[src/rtl/pulse_period_meter.sv]
// Measures the clk-cycle period between rising edges of an asynchronous pulse train,
// with a timeout strobe and a lock indication once consecutive periods agree.
//
// Output strobes: period_valid and timeout are single-cycle, registered, mutually
// exclusive pulses; there is no backpressure (no ready), consumers must sample them
// in the cycle they are high. period and locked are levels that hold between strobes.
module pulse_period_meter #(
    parameter int MAX_COUNT   = 100000000,
    parameter int SYNC_STAGES = 2,
    parameter int LOCK_N      = 4,
    parameter int TOL         = 0,
    localparam int CW         = $clog2(MAX_COUNT + 1)
) (
    input  logic          clk,
    input  logic          rst,
    input  logic          enable,
    input  logic          pulse_in,
    output logic [CW-1:0] period,
    output logic          period_valid,
    output logic          timeout,
    output logic          locked,
    output logic [1:0]    fsm_state
);

    localparam int MW      = $clog2(LOCK_N + 1);
    localparam int TOL_SAT = (TOL > MAX_COUNT) ? MAX_COUNT : TOL;

    localparam logic [CW-1:0] LIMIT = CW'(MAX_COUNT - 1);
    localparam logic [CW-1:0] TOL_C = CW'(TOL_SAT);
    localparam logic [MW-1:0] LOCK_C = MW'(LOCK_N);

    typedef enum logic [1:0] {
        IDLE       = 2'd0,
        WAIT_FIRST = 2'd1,
        MEASURE    = 2'd2
    } state_t;

    state_t                 state;
    logic [SYNC_STAGES-1:0] sync_ff;
    logic                   sync_prev;
    logic                   rise;
    logic [CW-1:0]          cnt;
    logic [MW-1:0]          match_cnt;
    logic                   seeded;

    logic [CW-1:0]          new_period;
    logic [CW-1:0]          diff;
    logic                   in_tol;
    logic                   at_limit;
    logic [MW-1:0]          match_inc;

    // The synchroniser runs regardless of enable so edge history is never stale.
    always_ff @(posedge clk or posedge rst) begin
        if (rst) begin
            sync_ff   <= '0;
            sync_prev <= 1'b0;
        end else begin
            sync_ff   <= {sync_ff[SYNC_STAGES-2:0], pulse_in};
            sync_prev <= sync_ff[SYNC_STAGES-1];
        end
    end

    assign rise = sync_ff[SYNC_STAGES-1] & ~sync_prev;

    assign new_period = cnt + CW'(1);
    assign diff       = (new_period >= period) ? (new_period - period) : (period - new_period);
    assign in_tol     = (diff <= TOL_C);
    assign at_limit   = (cnt == LIMIT);
    assign match_inc  = (match_cnt == LOCK_C) ? match_cnt : match_cnt + MW'(1);

    always_ff @(posedge clk or posedge rst) begin
        if (rst) begin
            state        <= IDLE;
            cnt          <= '0;
            match_cnt    <= '0;
            seeded       <= 1'b0;
            period       <= '0;
            period_valid <= 1'b0;
            timeout      <= 1'b0;
            locked       <= 1'b0;
        end else begin
            period_valid <= 1'b0;
            timeout      <= 1'b0;
            if (!enable) begin
                state     <= IDLE;
                cnt       <= '0;
                match_cnt <= '0;
                seeded    <= 1'b0;
                locked    <= 1'b0;
            end else begin
                case (state)
                    IDLE: begin
                        cnt    <= '0;
                        locked <= 1'b0;
                        state  <= WAIT_FIRST;
                    end
                    WAIT_FIRST: begin
                        cnt    <= '0;
                        seeded <= 1'b0;
                        if (rise) begin
                            state <= MEASURE;
                        end
                    end
                    MEASURE: begin
                        // An edge on the last count wins over the timeout.
                        if (rise) begin
                            period       <= new_period;
                            period_valid <= 1'b1;
                            cnt          <= '0;
                            seeded       <= 1'b1;
                            if (seeded) begin
                                if (in_tol) begin
                                    match_cnt <= match_inc;
                                    if (match_inc == LOCK_C) begin
                                        locked <= 1'b1;
                                    end
                                end else begin
                                    match_cnt <= '0;
                                    locked    <= 1'b0;
                                end
                            end
                        end else if (at_limit) begin
                            timeout   <= 1'b1;
                            locked    <= 1'b0;
                            match_cnt <= '0;
                            seeded    <= 1'b0;
                            cnt       <= '0;
                            state     <= WAIT_FIRST;
                        end else begin
                            cnt <= cnt + CW'(1);
                        end
                    end
                    default: begin
                        state <= IDLE;
                    end
                endcase
            end
        end
    end

    assign fsm_state = state;

endmodule

[config.mk]
export PLATFORM = sky130hd
export DESIGN_NAME = pulse_period_meter
export DESIGN_NICKNAME = d
export VERILOG_FILES = /design/src/rtl/pulse_period_meter.sv
export SDC_FILE = /design/constraint.sdc
export NUM_CORES = 1
export LEC_CHECK = 0
export ABC_AREA = 1
export BUFFER_PORTS_ARGS = -buffer_cell sky130_fd_sc_hd__buf_2
export CAP_MARGIN = 0
export CORE_MARGIN = 5
export CORE_UTILIZATION = 45
export DETAILED_ROUTE_END_ITERATION = 10
export PLACE_DENSITY_LB_ADDON = 0.1
export SYNTH_ARGS = -nofsm -noshare
export SYNTH_HDL_FRONTEND = slang
export SYNTH_SLANG_ARGS = --single-unit
[constraint.sdc]
create_clock -name clk -period 5.8 [get_ports clk]
set_input_delay 0.29 -clock clk [delete_from_list [all_inputs] [get_ports clk]]
set_output_delay 0.29 -clock clk [all_outputs]
set_load 0.01 [all_outputs]
==> key figures <==
Run status
  • Run status: complete, no violations

STA
  • Worst hold slack: 0.06187 ns
  • Clk_skew: 0.008573 ns
  • Hold Vio Cnt, Final: 0
  • Fin crit share: 93.01%
  • Fmax achieved: 185.4 MHz
  • Tmin final: 5.394 ns
  • Final Max Slew Viols: 0
  • Tightest Pin Transition: 0.9588 ns
  • Relative slew slack: 35.93%
  • Final WS setup: roughly 0.4 ns
  • # setup viols final: 0

Place
  • Area post-placement: 0.007318 mm^2
  • DP Worst Slack: around 0.31 ns
  • Count of buffers from port buffering: 35
  • Post-DP HPWL: 18380 um
  • Inst Count DP: around 1300
  • GPL Wtd Cong: 0.9999

Flow run
  • Max Cap Viol: 0

Clock tree
  • H-tree Lvls: 3
  • CTS Buf Count: 9
  • CTS tree: done
  • Root Driver: clkbuf_16
  • Clock transition at path regs: 0.06 ns
  • Clk buf depth: 2
  • CTS sink cnt: 66
  • Worst-skew pair later-pin latency: 0.34 ns

GRT
  • Grt ovf: 0
  • Vias in the first global route: approximately 6800
  • Gr usage total: 24.82%
  • First-pass GRT wire length: 35330 um
  • Initial antenna violation count: 0
  • Largest net degree at the start of global routing: 67

Synthesis
  • Avg Cell Area, Syn: 6.198 um^2
  • Dominant synthesized flop cell: dfrtp_1
  • Post-Syn Nets: 1183
  • Mapped Cells: 1125
  • Synth top area cells: dfrtp_1 (24%), nand2_1 (18%), inv_1 (10%)
  • Seq/Total Area, Yosys: 23.69%
  • Synth area leader: dfrtp_1
  • Post-Syn Area: 0.006973 mm^2
  • Commonest cells post-synth: nand2_1 (337), inv_1 (187), nor2_1 (92)
  • Post-synthesis cell type count: 43
  • Synth top area share: 23.69%
  • Most frequent cell after synthesis: nand2_1
  • Register bit count reported by yosys: 66
  • Async set or reset register ratio after synthesis: 100.0%
  • EDFF count, synth: 0
  • Syn. warnings: 0

Drt
  • Post-DR wirelength/cell: 16.62 um
  • DR vias: 7298
  • Total Wirelength: approximately 23000 um
  • Drt drc: 0
  • Routed Antenna Nets: 0
  • Initial DRC count: 574
  • Vias per cell: 5.382
  • Initial DRT Pass Iterations: 5

Layout
  • N_diodes: 0
  • Layout area overhead: 11.00%
  • Fraction of layout cells with a size suffix above 1: under 10%
  • Total Nets Final: 1221
  • Finished Cell Area: between 0.007 and 0.008 mm^2
  • Post-route insts no fill: 1356

Setup path
  • WS Path Type: reg2reg
  • Worst setup SP type: flip-flop
  • CP required: between 6 and 7 ns
  • Cells on worst reg2reg path: 34
  • Buf+Inv Stages, Crit Path: 6
  • Crit path max-delay cell type: nor3_1
  • Arrival @ worst endpoint: 5.67 ns
  • CP delay by family, top: simple AND/OR/NAND/NOR gates
  • Most used cell, CP: nand2_1
  • Critical Path Stages: 34
  • Worst Setup End Kind: flip-flop
  • Largest stage delay, worst path: between 0.5 and 0.6 ns
  • Worst Path Max Fanout: 6

Floorplanning
  • Die Y: 134.5 um
  • Ports: 36
  • DIE WIDTH: 134.5 um
  • FP Rows: 45
  • Die area: 0.01808 mm^2
  • Core Area: between 0.015 and 0.02 mm^2
  • Initial Util: 45.87%

Power
  • PwrDens: ~250 mW/mm^2
  • Worst-case vdd ir drop: between 0.1 and 0.15 mV
  • P_leak: 4.294 nW
  • Tot Pwr: 0.001956 W

Min path
  • HP Class: in2reg
  • Worst Hold Path Cells: 1
==> path summary, 6_finish.rpt <==
| kind | startpoint | end | slack, ns |
|---|---|---|---|
| setup / recovery | cnt[0]$_DFFE_PP0P_ | locked$_DFFE_PP0P_ | 0.41 |
| hold / removal | pulse_in | sync_ff[0]$_DFF_PP0_ | 0.06 |
| setup reg to reg | cnt[0]$_DFFE_PP0P_ | locked$_DFFE_PP0P_ | 0.41 |
| hold reg to reg | sync_ff[0]$_DFF_PP0_ | sync_ff[1]$_DFF_PP0_ | 0.35 |
| max in group asynchronous | rst | period[18]$_DFFE_PP0P_ | 5.03 |
| min in group asynchronous | rst | period[6]$_DFFE_PP0P_ | 0.21 |
==> registers in the layout (all words and copies together), names as in the netlist <==
| signal | count |
|---|---|
| seeded | 1 |
| cnt | 27 |
| sync_prev | 1 |
| sync_ff | 2 |
| match_cnt | 3 |
| fsm_state | 2 |
| timeout | 1 |
| period_valid | 1 |
| period | 27 |
| locked | 1 |
==> metal layers <==
metal	track usage (%)	share of wire, %
met1	37.12	49
met3	2.943	5.4
met5	0	0
met4	7.692	2.8
met2	37.40	43
==> worst reg2reg max path, delay by kind of cell, from the launching register on <==
family,cells,cell delay (ns)
adder cells (fa/ha/maj),2,0.58
flip-flops,1,0.40
XOR/XNOR,1,0.23
AND/OR/NAND/NOR,25,3.65
buffers and inverters,6,0.48
==> layout by cell type, fill, tap and decap left out, drive strengths merged, types with 10 or more instances in the layout <==
cell    Yosys  final
o21ai      76     76
dfrtp      66     66
clkbuf     11     10
nor2       98     98
buf         8     45
a21oi      58     58
nand4      27     27
nand2     350    350
nand3      74     75
ha         54     54
inv       196    196
nor3       16     16
o22ai      19     19
xor2       23     23
==> power by group <==
part	total [W]	switching [W]	internal, W
Combinational	0.000858	0.000587	0.000272
Clock	0.000590	0.000213	0.000377
Sequential	0.000507	0.0000238	0.000483
Total	0.00196	0.000824	0.00113
==> timing repair <==
action                     in CTS  in global routing
setup endpoints to repair       0                  4
setup buffers                   0                  3
gates resized for setup         0                 16
hold buffers                    0                  0
==> final cells by class <==
| type | instances | area (um^2) |
|---|---|---|
| clock buffers | 10 | 229.0 |
| clock inverters | 6 | 91.34 |
| fillers | 1607 | 7462 |
| inverters | 198 | 745.7 |
| multi-input cells | 843 | 4537 |
| flip-flops and latches | 66 | 1652 |
| well taps | 188 | 235.2 |
| repair buffers | 45 | 250.2 |
==> logic make-up (layout without fill, tap and decap cells) <==
logic type | count (synthesis) | in the layout | synth area share (%)
simple gates | 580 | 581 | 36.30
buf+inv | 217 | 259 | 12.35
compound gates | 185 | 185 | 15.09
flops | 66 | 66 | 23.69
fa+ha+maj | 54 | 54 | 9.690
xor+xnor | 23 | 23 | 2.889
==> stage by stage <==
stage                     util (%)  setup TNS [ns]
after floorplan                  -               0
after global placement       48.14               0
after detailed placement     48.14               0
after CTS                    50.25               0
after global routing         50.91        -0.01214
final                        50.91               0
(Power assumes the default switching activity.)
